## config.mk

```make
export PLATFORM = sky130hd
export DESIGN_NAME = clock_set_cu
export DESIGN_NICKNAME = d
export VERILOG_FILES = /design/src/rtl/clock_pkg.sv /design/src/rtl/key_repeat.sv /design/src/rtl/clock_set_cu.sv
export SDC_FILE = /design/constraint.sdc
export NUM_CORES = 1
export LEC_CHECK = 0
export BUFFER_PORTS_ARGS = -buffer_cell sky130_fd_sc_hd__buf_4
export CAP_MARGIN = 20
export CELL_PAD_IN_SITES_DETAIL_PLACEMENT = 1
export CELL_PAD_IN_SITES_GLOBAL_PLACEMENT = 2
export CORE_UTILIZATION = 38
export DETAILED_ROUTE_END_ITERATION = 16
export PLACE_DENSITY_LB_ADDON = 0.1
export SKIP_CTS_REPAIR_TIMING = 1
export SLEW_MARGIN = 15
export SYNTH_ARGS = -nofsm -noshare
export SYNTH_HDL_FRONTEND = slang
export SYNTH_SLANG_ARGS = --single-unit
```

## constraint.sdc

```tcl
create_clock -name clk -period 2.9 [get_ports clk]
set_input_delay 0.29 -clock clk [delete_from_list [all_inputs] [get_ports clk]]
set_output_delay 0.29 -clock clk [all_outputs]
set_load 0.05 [all_outputs]
```

## src/rtl/clock_pkg.sv

```systemverilog
// Shared mode encoding and small constant helpers for the clock time-setting control path.
package clock_pkg;

    typedef enum logic [1:0] {
        MODE_RUN      = 2'd0,
        MODE_SET_HOUR = 2'd1,
        MODE_SET_MIN  = 2'd2,
        MODE_SET_SEC  = 2'd3
    } mode_t;

    function automatic int unsigned max2(input int unsigned a, input int unsigned b);
        return (a > b) ? a : b;
    endfunction

    // Mode button walks the ring RUN -> HOUR -> MIN -> SEC -> RUN.
    function automatic mode_t next_mode(input mode_t m);
        case (m)
            MODE_RUN:      return MODE_SET_HOUR;
            MODE_SET_HOUR: return MODE_SET_MIN;
            MODE_SET_MIN:  return MODE_SET_SEC;
            default:       return MODE_RUN;
        endcase
    endfunction

endpackage

```

## src/rtl/key_repeat.sv

```systemverilog
// Rising-edge detect plus hold-to-repeat for one button; pulse_o is a
// combinational one-cycle strobe meaning "issue an increment at this edge".
module key_repeat #(
    parameter int unsigned DELAY  = 50_000_000,
    parameter int unsigned PERIOD = 10_000_000,
    parameter int unsigned CW     = 27
) (
    input  logic clk,
    input  logic rst,
    input  logic btn_i,
    input  logic enable_i,
    input  logic disarm_i,
    output logic pulse_o
);

    localparam logic [CW-1:0] DELAY_C  = CW'(DELAY);
    localparam logic [CW-1:0] PERIOD_C = CW'(PERIOD);

    logic          btn_d_q;
    logic          armed_q, armed_d;
    logic          in_delay_q, in_delay_d;
    logic [CW-1:0] cnt_q, cnt_d;
    logic          rise;
    logic [CW-1:0] limit;

    assign rise  = btn_i & ~btn_d_q;
    assign limit = in_delay_q ? DELAY_C : PERIOD_C;

    // cnt_q holds cycles since the last pulse; it reloads on every pulse so it never exceeds max(DELAY, PERIOD).
    always_comb begin
        armed_d    = armed_q;
        in_delay_d = in_delay_q;
        cnt_d      = cnt_q;
        pulse_o    = 1'b0;
        if (!btn_i || !enable_i || disarm_i) begin
            armed_d    = 1'b0;
            in_delay_d = 1'b0;
            cnt_d      = '0;
        end else if (rise) begin
            pulse_o    = 1'b1;
            armed_d    = 1'b1;
            in_delay_d = 1'b1;
            cnt_d      = CW'(1);
        end else if (armed_q) begin
            if (cnt_q == limit) begin
                pulse_o    = 1'b1;
                in_delay_d = 1'b0;
                cnt_d      = CW'(1);
            end else begin
                cnt_d = cnt_q + CW'(1);
            end
        end
    end

    always_ff @(posedge clk) begin
        if (rst) begin
            btn_d_q    <= 1'b0;
            armed_q    <= 1'b0;
            in_delay_q <= 1'b0;
            cnt_q      <= '0;
        end else begin
            btn_d_q    <= btn_i;
            armed_q    <= armed_d;
            in_delay_q <= in_delay_d;
            cnt_q      <= cnt_d;
        end
    end

endmodule

```

## src/rtl/clock_set_cu.sv

```systemverilog
// Time-setting control unit: mode FSM, increment pulse routing and field blink.
// Optional idle auto-exit back to RUN is enabled with `define AUTO_EXIT_EN.
module clock_set_cu
    import clock_pkg::*;
#(
    parameter int unsigned REPEAT_DELAY  = 50_000_000,
    parameter int unsigned REPEAT_PERIOD = 10_000_000,
    parameter int unsigned BLINK_HALF    = 25_000_000,
    parameter int unsigned IDLE_TIMEOUT  = 500_000_000
) (
    input  logic       clk,
    input  logic       rst,
    input  logic       btn_mode,
    input  logic       btn_up,
    output logic       o_btn_hour,
    output logic       o_btn_min,
    output logic       o_btn_sec,
    output logic [1:0] o_mode,
    output logic       o_blank_hour,
    output logic       o_blank_min,
    output logic       o_blank_sec
);

    localparam int unsigned CW = $clog2(max2(max2(REPEAT_DELAY, REPEAT_PERIOD),
                                             max2(BLINK_HALF, IDLE_TIMEOUT))) + 1;
    localparam logic [CW-1:0] BLINK_LAST = CW'(BLINK_HALF - 1);

    mode_t         mode_q, mode_d;
    logic          btn_mode_d_q;
    logic          mode_rise;
    logic          mode_change;
    logic          timeout;
    logic          up_enable;
    logic          fire;
    logic [2:0]    pulse_q, pulse_d;
    logic [CW-1:0] blink_cnt_q, blink_cnt_d;
    logic          phase_q, phase_d;

    assign mode_rise   = btn_mode & ~btn_mode_d_q;
    assign mode_change = (mode_d != mode_q);
    assign up_enable   = (mode_q != MODE_RUN);

`ifdef AUTO_EXIT_EN
    localparam logic [CW-1:0] IDLE_LIMIT = CW'(IDLE_TIMEOUT);
    logic [CW-1:0] idle_q, idle_d;

    assign timeout = (mode_q != MODE_RUN) && (idle_q == IDLE_LIMIT);

    always_comb begin
        idle_d = idle_q;
        if ((mode_d == MODE_RUN) || btn_mode || btn_up) begin
            idle_d = '0;
        end else if (idle_q != IDLE_LIMIT) begin
            idle_d = idle_q + CW'(1);
        end
    end

    always_ff @(posedge clk) begin
        if (rst) idle_q <= '0;
        else     idle_q <= idle_d;
    end
`else
    assign timeout = 1'b0;
`endif

    always_comb begin
        mode_d = mode_q;
        if (timeout) begin
            mode_d = MODE_RUN;
        end else if (mode_rise) begin
            mode_d = next_mode(mode_q);
        end
    end

    // A mode change at an edge disarms the repeater, so a simultaneous up rise never pulses.
    key_repeat #(
        .DELAY  (REPEAT_DELAY),
        .PERIOD (REPEAT_PERIOD),
        .CW     (CW)
    ) u_key_repeat (
        .clk      (clk),
        .rst      (rst),
        .btn_i    (btn_up),
        .enable_i (up_enable),
        .disarm_i (mode_change),
        .pulse_o  (fire)
    );

    always_comb begin
        pulse_d = 3'b000;
        if (fire) begin
            case (mode_q)
                MODE_SET_HOUR: pulse_d = 3'b100;
                MODE_SET_MIN:  pulse_d = 3'b010;
                MODE_SET_SEC:  pulse_d = 3'b001;
                default:       pulse_d = 3'b000;
            endcase
        end
    end

    // Blink restarts visible on SET entry and on each increment so the field stays readable while adjusting.
    always_comb begin
        blink_cnt_d = blink_cnt_q;
        phase_d     = phase_q;
        if ((mode_d == MODE_RUN) || mode_change || fire) begin
            blink_cnt_d = '0;
            phase_d     = 1'b0;
        end else if (blink_cnt_q == BLINK_LAST) begin
            blink_cnt_d = '0;
            phase_d     = ~phase_q;
        end else begin
            blink_cnt_d = blink_cnt_q + CW'(1);
        end
    end

    always_ff @(posedge clk) begin
        if (rst) begin
            mode_q       <= MODE_RUN;
            btn_mode_d_q <= 1'b0;
            pulse_q      <= 3'b000;
            blink_cnt_q  <= '0;
            phase_q      <= 1'b0;
        end else begin
            mode_q       <= mode_d;
            btn_mode_d_q <= btn_mode;
            pulse_q      <= pulse_d;
            blink_cnt_q  <= blink_cnt_d;
            phase_q      <= phase_d;
        end
    end

    assign o_mode       = mode_q;
    assign o_btn_hour   = pulse_q[2];
    assign o_btn_min    = pulse_q[1];
    assign o_btn_sec    = pulse_q[0];
    assign o_blank_hour = phase_q & (mode_q == MODE_SET_HOUR);
    assign o_blank_min  = phase_q & (mode_q == MODE_SET_MIN);
    assign o_blank_sec  = phase_q & (mode_q == MODE_SET_SEC);

endmodule

```

==> results.toml, run 1 <==
[status]
outcome = "finished clean"

[power]
power_density_nw_per_um2 = 535
comb_power_share = 0.039
switching_share = 0.221
p_seq_frac = 0.478
clkPwrFrac = 0.483
p_sw_mw = 0.451
internal-power_mw = 1.59
ir_worst_vdd_v = 0.000225
leakage_nw = 1.30

[sta]
setup_slack_ns = 0.538
fmax_ghz = 0.423
fin_crit_sh = 0.815
rsz0062_at_grt = "no"
tns_ns = 0
setup_viol = 0
worstMarginPinSlew_ns = 0.457
drv_slew = 0
maxSlewHeadroom = 0.693
period_needed_ns = 2.36
skew_ns = 0.0109
hold_violations = 0

[critical_path]
path_max_fanout = 29
worst_ep_required_time_ns = 3.18
cp.buffers_inverters = 2
max_stage_delay_ns = 0.53
worstSetupPathType = "flop to flop"
cp.arrival_ns = 2.64
path_cells = "inv_1 > ha_1 > xor2_1 > o21ai_0 > nand4_1 > nand2b_1 > buf_4 > a21oi_1"
slowest_stage = "dfxtp_1"
critPathCaptureType = "flop"
cp-start-kind = "flop"
path_delay_family = "flip-flops"

[logic_synthesis]
ys_types = 40
async_reset_ff_frac = 0
ys_ff_latch = 70
ys_seq_area_frac = 0.418
synth_ff_type = "dfxtp_1"
synth_top_area_share = 0.418
yosysWarnings = 0
synth_top_area_cell = "dfxtp_1"
synth_cells = 379
synth_area_um2 = 3350
synth.avg_cell_area_um2 = 8.84
synthTopCellsByArea = "dfxtp_1 (42%), xor2_1 (11%), nor3_1 (5.2%), nor2_1 (4.7%), nand4_1 (4.3%)"
syn_nets = 392
synth-edff-count = 0

[floorplan]
io_pins = 12
die_h_um = 95.9
die_w_um = 95.9
num_rows = 33
core-area_um2 = 8380
die-area_um2 = 9200
start_util = 0.400

[cts]
htreeDepth = 3
cts_buffer_depth = 2
numCtsBuffers = 9
cts_tree = "built"
cts_root_buffer = "clkbuf_8"
cts.sinks = 70
clk_pin_slew_ns = 0.08
worstSkewPairLatency_ns = 0.35

[place]
post_dp_cell_area_um2 = 3570
port_buffers = 11
dp_slack_ns = 0.516
gp_congestion = 0.731
dp_hpwl_um = 5310

[grt]
grt_pass1_vias = 2674
antenna_found_initial = 0
overflow = 0
grt.total_usage = 0.183
grt_start_max_net_pins = 32
grt_pass1_wl_um = 12900

[detailed_routing]
post_drt_wl_per_cell_um = 15.0
ant_nets = 0
routed_via_density = 5.32
dr.first_iter.drc_count = 94
drt_wl_total_um = 7630
drt-pass1-iter-count = 4
drc = 0
dr_total_vias = 2695

[job]
cap_violations = 0

[layout]
n_antenna_cell = 0
synthToLayoutAreaGrowth_pct = 13.8
fin_area_um2 = 3810
final_cell_mix = "dfxtp_1 (70), xor2_1 (43), nor2_1 (42)"
layout.nets = 410
drive_above_1_share = 0.107
final_common_cell = "dfxtp_1"

[min_path]
hold_class = "input pin to flop"
==> cell families (layout without fill, tap and decap cells) <==
kind of cell	count (synthesis)	after routing	share of synthesized area
AND/OR/NAND/NOR	201	201	0.326
flip-flops	70	70	0.418
adder cells (fa/ha/maj)	9	9	0.0336
multiplexers	1	1	0.00299
buffers and inverters	22	45	0.0317
AO/OA/AOI/OAI	17	17	0.0336
XOR/XNOR	59	59	0.154
==> layout make-up <==
| class | instances | area, um2 |
|---|---|---|
| inverters | 8 | 30.0 |
| clock buffers | 10 | 138 |
| repair buffers | 21 | 158 |
| well taps | 105 | 131 |
| multi-input cells | 287 | 1850 |
| clock inverters | 6 | 109 |
| flip-flops and latches | 70 | 1400 |
| fillers | 1012 | 4570 |
==> worst reg2reg max path, stage by stage (launching register included) <==
cell	delay [ns]
dfxtp_1	0.53
inv_1	0.14
ha_1	0.29
xor2_1	0.18
o21ai_0	0.28
nand4_1	0.24
nand2b_1	0.21
buf_4	0.25
a21oi_1	0.17
==> registers in the layout, summed over array words and instances, names as in the netlist <==
register,count
u_key_repeat.in_delay_q,1
o_mode,2
pulse_q,3
u_key_repeat.btn_d_q,1
blink_cnt_q,30
u_key_repeat.armed_q,1
u_key_repeat.cnt_q,30
btn_mode_d_q,1
phase_q,1
==> power by group through the flow <==
| stage | Clock, mW | Combinational, mW | Sequential [mW] |
|---|---|---|---|
| floorplan | 0 | 0.0491 | 1.00 |
| finish | 0.984 | 0.0799 | 0.975 |
| CTS | 1.01 | 0.0815 | 0.975 |
| global route | 1.05 | 0.0892 | 0.976 |
| detailed placement | 0 | 0.0810 | 0.998 |
| global placement | 0 | 0.0791 | 0.997 |
==> synthesized netlist by cell type (5+ instances only) <==
| cell | number |
|---|---|
| dfxtp_1 | 70 |
| xor2_1 | 43 |
| nor2_1 | 42 |
| nor3_1 | 35 |
| nand2_1 | 23 |
| nand4_1 | 23 |
| nand3_1 | 21 |
| xnor2_1 | 16 |
| and3_1 | 11 |
| ha_1 | 9 |
| inv_1 | 8 |
| and2_1 | 7 |
| and4_1 | 7 |
| nor4_1 | 7 |
| a21oi_1 | 5 |
| buf_4 | 5 |
| clkbuf_1 | 5 |
==> metal layers <==
metal / vias up / wire length [um] / GRT usage
met5: - / 0 / 0
met4: 0 / 90 / 0.0522
met2: 22 / 3440 / 0.290
met1: 1293 / 3870 / 0.238
met3: 8 / 220 / 0.0592
li1: 1372 / - / -
==> stage by stage <==
step / power (mW) / instances / hold WS (ns) / util
after floorplan: 1.05 / 379 / 0.362 / -
after global placement: 1.08 / 491 / 0.499 / 0.426
after detailed placement: 1.08 / 491 / 0.510 / 0.426
after CTS: 2.06 / 507 / 0.127 / 0.455
after global routing: 2.11 / 507 / 0.119 / 0.455
final: 2.04 / 507 / 0.140 / 0.455
==> final timing paths <==
check / start / endpoint / slack [ns] / cells after the start
setup reg to reg: o_mode[0] / u_key_repeat.cnt_q[20] / 0.54 / 8
hold / removal: rst / btn_mode_d_q / 0.14 / 2
setup / recovery: o_mode[0] / u_key_repeat.cnt_q[20] / 0.54 / 8
hold reg to reg: blink_cnt_q[0] / blink_cnt_q[0] / 0.53 / 1
(Power assumes the default switching activity.)
==> run 2, diff against run 1 <==
Settings changed: CORE_UTILIZATION 38 to 35.
Clock period 2.9 ns to 2.1 ns, I/O delays scaled along.
==> results.toml, run 2 (synthesis gave the netlist of run 1 again) <==
[layout]
final_cells = 557
final_cell_mix = "dfxtp_1 (67), xor2_1 (43), nor2_1 (42)"
drive_above_1_share = 0.173
layout.nets = 436
synthToLayoutAreaGrowth_pct = 22.0
reg_top3 = "blink_cnt_q: 30 flops, u_key_repeat.cnt_q: 30 flops, pulse_q: 3 flops"
n_antenna_cell = 0
fin_util = 0.442
final_common_cell = "dfxtp_1"

[detailed_routing]
post_drt_wl_per_cell_um = 14.6
drt-pass1-iter-count = 4
drc = 0
dr_total_vias = 2814
ant_nets = 0
dr.first_iter.drc_count = 80
routed_via_density = 5.05
drt_wl_total_um = 8130

[job]
cap_violations = 0

[cts]
numCtsBuffers = 9
cts_buffer_depth = 2
htreeDepth = 3
cts_root_buffer = "clkbuf_8"
cts.sinks = 70
clk_pin_slew_ns = 0.08
worstSkewPairLatency_ns = 0.34
cts_tree = "built"

[power]
comb_power_share = 0.063
internal-power_mw = 1.93
p_sw_mw = 0.596
leakage_nw = 1.44
switching_share = 0.236
ir_worst_vdd_v = 0.000222
p_seq_frac = 0.532
power_density_nw_per_um2 = 617
clkPwrFrac = 0.405

[critical_path]
slowest_stage = "or4_4"
worstRegToRegCells = 8
worstSetupPathType = "flop to flop"
worst_ep_required_time_ns = 2.33
cp-start-kind = "flop"
crit_path_start = "u_key_repeat.cnt_q[21]"
path_cells = "or4_4 > a2111oi_4 > buf_4 > a21oi_1 > o21ai_2 > buf_6 > clkbuf_16 > nor3_1"
path_delay_family = "simple AND/OR/NAND/NOR gates"
cp_num_cells = 8
path_max_fanout = 8
critPathCaptureType = "flop"
max_stage_delay_ns = 0.54
r2r_slack_ns = 0.07
cp.buffers_inverters = 3
cp.arrival_ns = 2.26
r2r_start = "u_key_repeat.cnt_q[21]"

[grt]
grt_pass1_wl_um = 13800
antenna_found_initial = 0
overflow = 0
grt.total_usage = 0.174
grt_pass1_vias = 2965
grt_start_max_net_pins = 32

[min_path]
hold_class = "input pin to flop"
hold_depth = 2
min_from = "rst"

[sta]
skew_ns = 0.00797
hold_violations = 0
drv_slew = 0
worstMarginPinSlew_ns = 0.473
period_needed_ns = 2.03
setup_viol = 0
fmax_ghz = 0.492
maxSlewHeadroom = 0.682
fin_crit_sh = 0.967
hold_ws_ns = 0.0687

[floorplan]
num_rows = 35
die_h_um = 99.8
io_pins = 12
die_w_um = 99.8
die-area_um2 = 9970
start_util = 0.363
core-area_um2 = 9240

[place]
gp_congestion = 0.727
port_buffers = 11
dpl.cell_count = 535
dp_hpwl_um = 5630

[status]
outcome = "finished clean"
[run 2: changes by cell type in the layout (fill, tap and decap cells not counted), sizes merged]
cell / delta
buf: +24
bufinv: -3
clkbuf: +5
clkinv: -1
clkinvlp: +1
[run 2: final timing paths]
path | end
worst max-delay path | blink_cnt_q[23]
worst min-delay path | o_mode[0]
worst max register to register | blink_cnt_q[23]
worst min register to register | u_key_repeat.cnt_q[20]
[run 2: cell type report]
cell class                      count  area [um2]
Fill cell                        1112        5150
Tap cell                          129         161
Clock buffer                       13         169
Inverter                            8        30.0
Multi-Input combinational cell    287        1870
Sequential cell                    70        1410
Timing Repair Buffer               47         428
Clock inverter                      3        17.5
[run 2: metrics by stage]
| stage | worst slack (ns) | power (mW) | area, um2 | setup TNS (ns) |
|---|---|---|---|---|
| CTS | -0.0828 | 2.54 | 3970 | -1.66 |
| global placement | -0.0463 | 1.50 | 3780 | -0.0463 |
| detailed placement | -0.0791 | 1.50 | 3780 | -1.15 |
| finish | 0.0690 | 2.52 | 4090 | 0 |
| global route | -0.0387 | 2.65 | 4090 | -0.767 |
| floorplan | 0.0287 | 1.45 | 3360 | 0 |
[run 2: routing by layer]
layer / track usage / wire length [um] / vias up
met5: 0 / 0 / -
met4: 0.0769 / 124 / 0
met3: 0.0279 / 156 / 10
met2: 0.297 / 3970 / 25
met1: 0.218 / 3880 / 1349
li1: - / - / 1430
[run 2: power by group through the flow]
stage	registers, mW	logic [mW]	clock network, mW
4_1_cts	1.34	0.131	1.07
3_5_place_dp	1.37	0.131	0
2_1_floorplan	1.39	0.0678	0
5_1_grt	1.34	0.175	1.13
3_3_place_gp	1.37	0.127	0
6_report	1.34	0.158	1.02
[run 2: worst reg2reg max path, cell delays in order, from the launching register on]
cell       delay [ns]
dfxtp_1          0.31
or4_4            0.54
a2111oi_4        0.31
buf_4            0.17
a21oi_1          0.08
o21ai_2          0.14
buf_6            0.16
clkbuf_16        0.16
nor3_1           0.05
